<file path="config.mk">
export PLATFORM = sky130hd
export DESIGN_NAME = oai33_bist_seq
export DESIGN_NICKNAME = d
export VERILOG_FILES = /design/src/rtl/oai33_bist_pkg.sv /design/src/rtl/oai33_bist_cnt.sv /design/src/rtl/oai33_bist_seq.sv
export SDC_FILE = /design/constraint.sdc
export NUM_CORES = 1
export LEC_CHECK = 0
export ABC_AREA = 1
export BUFFER_PORTS_ARGS = -buffer_cell sky130_fd_sc_hd__buf_2
export CAP_MARGIN = 30
export CORE_MARGIN = 8
export CORE_UTILIZATION = 49
export DETAILED_ROUTE_END_ITERATION = 8
export PLACE_DENSITY = 0.78
export SETUP_SLACK_MARGIN = 0.2
export SYNTH_ARGS = -nofsm -noshare
export SYNTH_HDL_FRONTEND = slang
export SYNTH_SLANG_ARGS = --single-unit
</file>
<file path="constraint.sdc">
create_clock -name CLK -period 1.6 [get_ports CLK]
set_input_delay 0.32 -clock CLK [delete_from_list [all_inputs] [get_ports CLK]]
set_output_delay 0.32 -clock CLK [all_outputs]
set_load 0.01 [all_outputs]
</file>
<file path="src/rtl/oai33_bist_pkg.sv">
// Shared types, constants and golden model for the OAI33 exhaustive BIST.
package oai33_bist_pkg;

   typedef enum logic [1:0] {
      IDLE    = 2'd0,
      SETTLE  = 2'd1,
      CHECK   = 2'd2,
      DONE_ST = 2'd3
   } state_t;

   localparam int VEC_W = 6;
   localparam logic [VEC_W-1:0] LAST_VEC = 6'd63;

   // Bit positions of the cell pins inside the packed {B3,B2,B1,A3,A2,A1} vector
   localparam int A1_IDX = 0;
   localparam int A2_IDX = 1;
   localparam int A3_IDX = 2;
   localparam int B1_IDX = 3;
   localparam int B2_IDX = 4;
   localparam int B3_IDX = 5;

   // Expected ZN for one stimulus vector
   function automatic logic oai33_golden(input logic [VEC_W-1:0] vec);
      return ~((vec[A1_IDX] | vec[A2_IDX] | vec[A3_IDX]) &
               (vec[B1_IDX] | vec[B2_IDX] | vec[B3_IDX]));
   endfunction

endpackage

</file>
<file path="src/rtl/oai33_bist_cnt.sv">
// Settle counter and stimulus vector counter; the vector drives the cell pins from flops.
module oai33_bist_cnt
   import oai33_bist_pkg::*;
#(
   parameter int SETTLE_CYCLES = 2
) (
   input  logic             clk,
   input  logic             rst,
   input  logic             clr,
   input  logic             settle_en,
   input  logic             adv,
   output logic [VEC_W-1:0] vec,
   output logic             settle_done,
   output logic             last
);

   logic [3:0] cnt;

   // Clear on run start, step the vector after each check, count settle cycles otherwise
   always_ff @(posedge clk or posedge rst) begin
      if (rst) begin
         cnt <= '0;
         vec <= '0;
      end else if (clr) begin
         cnt <= '0;
         vec <= '0;
      end else if (adv) begin
         cnt <= '0;
         vec <= vec + 1'b1;
      end else if (settle_en) begin
         cnt <= cnt + 1'b1;
      end
   end

   assign settle_done = (cnt == 4'(SETTLE_CYCLES - 1));
   assign last        = (vec == LAST_VEC);

endmodule

</file>
<file path="src/rtl/oai33_bist_seq.sv">
// Exhaustive BIST sequencer for the OAI33 cell: sweeps 64 vectors, checks ZN, records results.
module oai33_bist_seq
   import oai33_bist_pkg::*;
#(
   parameter int SETTLE_CYCLES = 2,
   parameter int ERR_W         = 7
) (
   input  logic             CLK,
   input  logic             RST,
   input  logic             START,
   input  logic             ZN_IN,
   output logic             A1,
   output logic             A2,
   output logic             A3,
   output logic             B1,
   output logic             B2,
   output logic             B3,
   output logic             BUSY,
   output logic             DONE,
   output logic             PASS,
   output logic [ERR_W-1:0] ERR_CNT,
   output logic [VEC_W-1:0] FAIL_VEC,
   output logic             FAIL_VALID
);

   state_t           state, nxt;
   logic             clr, settle_en, adv, check;
   logic             settle_done, last, mismatch;
   logic [VEC_W-1:0] vec;

   oai33_bist_cnt #(.SETTLE_CYCLES(SETTLE_CYCLES)) u_cnt (
      .clk         (CLK),
      .rst         (RST),
      .clr         (clr),
      .settle_en   (settle_en),
      .adv         (adv),
      .vec         (vec),
      .settle_done (settle_done),
      .last        (last)
   );

   // State register
   always_ff @(posedge CLK or posedge RST) begin
      if (RST) state <= IDLE;
      else     state <= nxt;
   end

   // Next-state and counter control; START only matters when not running
   always_comb begin
      nxt       = state;
      clr       = 1'b0;
      settle_en = 1'b0;
      adv       = 1'b0;
      check     = 1'b0;
      case (state)
         IDLE, DONE_ST: begin
            if (START) begin
               clr = 1'b1;
               nxt = SETTLE;
            end
         end
         SETTLE: begin
            settle_en = 1'b1;
            if (settle_done) nxt = CHECK;
         end
         CHECK: begin
            check = 1'b1;
            if (last) begin
               nxt = DONE_ST;
            end else begin
               adv = 1'b1;
               nxt = SETTLE;
            end
         end
         default: nxt = IDLE;
      endcase
   end

   assign mismatch = check & (ZN_IN != oai33_golden(vec));

   // Result capture: saturating error count and first failing vector
   always_ff @(posedge CLK or posedge RST) begin
      if (RST) begin
         ERR_CNT    <= '0;
         FAIL_VEC   <= '0;
         FAIL_VALID <= 1'b0;
      end else if (clr) begin
         ERR_CNT    <= '0;
         FAIL_VEC   <= '0;
         FAIL_VALID <= 1'b0;
      end else if (mismatch) begin
         if (ERR_CNT != '1) ERR_CNT <= ERR_CNT + 1'b1;
         if (!FAIL_VALID) begin
            FAIL_VEC   <= vec;
            FAIL_VALID <= 1'b1;
         end
      end
   end

   assign A1   = vec[A1_IDX];
   assign A2   = vec[A2_IDX];
   assign A3   = vec[A3_IDX];
   assign B1   = vec[B1_IDX];
   assign B2   = vec[B2_IDX];
   assign B3   = vec[B3_IDX];
   assign BUSY = (state == SETTLE) || (state == CHECK);
   assign DONE = (state == DONE_ST);
   assign PASS = DONE && (ERR_CNT == '0);

endmodule

</file>
After elaboration in Yosys (flattened, before gate mapping)
Index checks and enable logic that the tools add are counted.

word-level totals
  flip-flop bits (word level) = 26
  output and inout port bits = 23
  input port bits = 4

operators by class
  muxes and demuxes = 23
  reduce and logical (&&, ||, !) cells = 12
  eq/ne operators = 10
  bitwise gates (word level) = 7
  add/subtract/negate cells = 3

operator list
  kind                                                                     number
  6-bit 2-to-1 mux                                                         5
  7-bit 2-to-1 mux                                                         3
  4-bit 2-to-1 mux                                                         3
  1-bit 2-to-1 mux                                                         8
  7-bit by 1-bit adder with 7-bit output, second input constant            1
  7-bit logical NOT                                                        1
  7-bit inequality test, second input constant                             1
  6-bit by 1-bit adder with 6-bit output, second input constant            1
  6-bit equality test, second input constant                               1
  2-bit 2-to-1 mux                                                         3
  2-bit one-hot mux with 3 select lines                                    1
  2-bit AND reduction                                                      3
  2-bit nonzero test                                                       3
  4-bit by 1-bit adder with 4-bit output, second input constant            1
  2-bit equality test, second input constant                               2
  4-bit by 1-bit equality test with 1-bit output, second input constant    1
  2-bit inequality test, second input constant                             2
  1-bit bitwise OR                                                         4
  3-bit nonzero test                                                       1
  1-bit AND                                                                2
  2-bit by 1-bit equality test with 1-bit output, second input constant    1
  2-bit logical NOT                                                        1
  2-bit by 1-bit inequality test with 1-bit output, second input constant  1
  2-bit OR reduction                                                       1
  other kinds (4)                                                          4

Longest topological paths before layout
  depth after elaboration = 8
  depth in mapped cells = 10

Hierarchy
From an unflattened synthesis, not the netlist that was laid out.

second synthesis, totals
  cells, all modules = 194
  area total of the unflattened synthesis = 1549.0 um2

by module, submodules not included
  module          seq. area each (um2)  area an instance (um2)  cells each  times used
  oai33_bist_seq  400.4                 1027.2                  131         1
  oai33_bist_cnt  250.2                 521.8                   63          1

Worst setup path before layout
No wires, ideal clock.

  path type = reg2reg
  start = register state[0]
  end = register u_cnt.vec[3]
  stages on the path, launching flop included = 7
  slack = 88 ps
  data required time = 1523 ps
  buffers on the path = 1
  clock period less this slack = 1512 ps
  arrival time = 1435 ps
  setup time = 77 ps
  path through = dfrtp_1 > inv_1 > ha_1 > nand2_1 > clkbuf_1 > nand4_1 > o21ai_1

on the way
  cells in the longest elaborated chain, start to end = 4

ends and longest elaborated chain
  element                                                          line                  source
  start, declared                                                  oai33_bist_seq.sv:26  state_t state, nxt;
  start signal, assigned                                           oai33_bist_seq.sv:45  else state <= nxt;
  2-bit equality test / 2-bit logical NOT (equally long branches)  oai33_bist_seq.sv:55  case (state)
  2-bit OR reduction                                               oai33_bist_seq.sv:55
  1-bit 2-to-1 mux                                                 oai33_bist_seq.sv:55
  6-bit 2-to-1 mux / 2-bit nonzero test (equally long branches)    n/a
  end signal, assigned                                             oai33_bist_cnt.sv:29  vec <= vec + 1'b1;
  end, declared                                                    oai33_bist_cnt.sv:12  output logic [VEC_W-1:0] vec,

Parallel ways exist; a longest one is shown, timed or not.
A chain may end at the register's enable or synchronous reset.

Worst setup path in the final report
  start = register ERR_CNT[1]
  end = output port PASS

on the way
  cells in the longest elaborated chain, start to end = 2

ends and longest elaborated chain
  element                 line                   source
  start, declared         oai33_bist_seq.sv:21   output logic [ERR_W-1:0] ERR_CNT,
  start signal, assigned  oai33_bist_seq.sv:92   if (ERR_CNT != '1) ERR_CNT <= ERR_CNT + 1'b1;
  7-bit logical NOT       oai33_bist_seq.sv:108  assign PASS = DONE && (ERR_CNT == '0);
  1-bit logical AND       oai33_bist_seq.sv:108
  end, declared           oai33_bist_seq.sv:20   output logic PASS,

No other way between the ends.

==> metrics.cfg <==
[cells_and_area]
drive_gt1_share_pct = 50.6
syn2layout_area_growth_pct = 57.2
layout.nets = 266
final_core_util_pct = 80.0
diodes = 0

[sta]
tightest_slew_ps = 339
setup_viol = 6
finalCriticalPeriod_ps = 1730
hold_violations = 0
setup_tns_ps = -352
worst_slack_ps = -126
max_freq_ghz = 0.579
slew_viol_final = 0
clock_skew_ps = 14.2
rsz0062_at_grt = yes
relSlewSlack_pct = 77.4
finalCritPeriodShare_pct = 108

[route]
drc = 0
first_iter_violations = 188
wl_per_cell_um = 19.7
ant_nets = 0
routed_via_density = 5.98
drt_first_pass_iters = 4
wirelength_mm = 5.59
dr_total_vias = 1699

[worst_setup_path]
regToRegSetupSlack_ps = -70
crit_path_end_kind = output pin
r2r-start = ERR_CNT[1]$_DFFE_PP0P_
r2r-end = ERR_CNT[5]$_DFFE_PP0P_
start_kind = register
rr_worst_depth = 8
path_class = reg2out
crit_required_ps = 1280
crit_arrival_ps = 1410
critPathMaxFanout = 4

[floorplanning]
ios = 27
chipWidth_um = 71.8
row_count = 20
fp.coreArea_um2 = 3000
fp.dieH_um = 71.8
initial_core_util_pct = 50.9
dieArea_um2 = 5160

[outcome]
violations = negative setup slack
outcome = finished with violations

[global_routing]
antenna_found_initial = 0
grt-ovfl-total = 0
grt_pass1_wl_mm = 6.78
grt_max_degree = 27
grt_usage_pct = 16.1
grt_pass1_vias = 1425

[power_and_ir_drop]
p_per_area_nw_per_um2 = 626
leakage_nw = 1.20
vdd_ir_drop_max_mv = 0.727

[cts]
cts_root_buffer = clkbuf_4
numClockSinks = 26
h-tree-depth = 1
clockBufferDepth = 2
cts_buffers = 3
cts_tree = yes
clk_latency_ps = 350
cts.reportedPaths.clkPinSlew_ps = 160
ctsHoldBuffers = 0

[yosys]
synth_ff_type = dfrtp_1
synth_largest_area_cell = dfrtp_1
async_reset_ff_share_pct = 100
synth_most_common_cell = nand2_1
synth-seq-cells = 26
mappedNetlistNets = 203
yosysSeqAreaShare_pct = 42.6
synthTopCellsByArea = dfrtp_1 43%, nand2_1 11%, nand3_1 9.2%
ys_top_cells_by_count = 45 x nand2_1, 28 x nand3_1, 27 x inv_1
synth_edf_count = 0
yosys.area.top_type_share_pct = 42.6
syn-instance-count = 189
synth_area_per_cell_um2 = 8.08
syn_area_um2 = 1530
ys_types = 24
ys_warn_count = 0

[place]
port_buffers = 26
hpwl_mm = 2.56
place_congestion = 0.817

[flow_run]
max-cap-violations = 0

[hold_path]
hold_path.class = in2async

kinds of logic (layout without fill, tap and decap cells):
| group | count (synthesis) | in the layout | synth area share (%) |
|---|---|---|---|
| compound gates | 14 | 15 | 4.83 |
| xor+xnor | 5 | 5 | 2.87 |
| fa+ha+maj | 10 | 10 | 8.19 |
| buf+inv | 29 | 90 | 7.13 |
| flops | 26 | 26 | 42.6 |
| simple gates | 105 | 105 | 34.4 |
area by class of cell:
cell class,count,area (µm²)
repair buffers,59,499
multi-input cells,135,1030
clock buffers,3,22.5
fillers,178,601
clock inverters,1,30.0
flip-flops and latches,26,659
inverters,27,115
well taps,33,41.3
power breakdown:
part           internal [W]  switching (W)
Clock              0.000254       0.000218
Combinational      0.000106       0.000156
Sequential         0.000700      0.0000688
per-layer routing:
layer	GRT usage, %	wire [µm]
met5	0	0
met4	2.49	306
met3	4.18	406
met2	28.7	2810
met1	19.1	2070
worst max-delay path, stage by stage, from the launching register on:
cell	delay, ps
dfrtp_1	450
inv_1	70
ha_1	150
nand3_1	80
nor4_2	140
buf_2	170
metrics by stage:
step	total power [W]	hold WS, ps	area, µm²	worst slack [ps]	std cells
CTS	0.00145	13.3	2060	-126	265
floorplan	0.000904	360	1540	203	189
global placement	0.000988	391	1730	115	249
finish	0.00150	14.9	2400	-126	284
detailed placement	0.000989	390	1730	83.8	249
global route	0.00157	36.0	2400	-275	284
worst max-delay path by stage:
stage                                   from                       to  slack [ps]  cells past startpoint
floorplan           u_cnt.vec[1]$_DFFE_PP0P_   ERR_CNT[3]$_DFFE_PP0P_         200                     10
CTS                   ERR_CNT[1]$_DFFE_PP0P_                     PASS        -130                      5
global placement    u_cnt.vec[0]$_DFFE_PP0P_  FAIL_VEC[0]$_DFFE_PP0P_         110                      8
detailed placement  u_cnt.vec[0]$_DFFE_PP0P_  FAIL_VEC[1]$_DFFE_PP0P_          80                      8
global route          ERR_CNT[1]$_DFFE_PP0P_                     PASS        -270                      5
finish                ERR_CNT[1]$_DFFE_PP0P_                     PASS        -130                      5
layout by cell type, fill, tap and decap left out, drive strengths merged, types with 2 or more instances in the layout:
master and instances:
inv 26, nand2 49, buf 58, ha 10
o21ai 10, xor2 4, nor3 3, nor2 11
dfrtp 26, a21oi 5, or2 2, nand3 31
clkbuf 4, nand4 8
flip-flops by register name (all words and copies together), names as in the netlist:
signal,count
u_cnt.cnt,4
FAIL_VALID,1
state,2
ERR_CNT,7
u_cnt.vec,6
FAIL_VEC,6
timing repair:
action / CTS / global route
setup endpoints to repair: 26 / 32
gates resized for setup: 40 / 52
pin swaps: 15 / 27
gates cloned: 1 / 1
buffers inserted: 11 / 18
No activity file was read; power rests on OpenSTA's default activity.
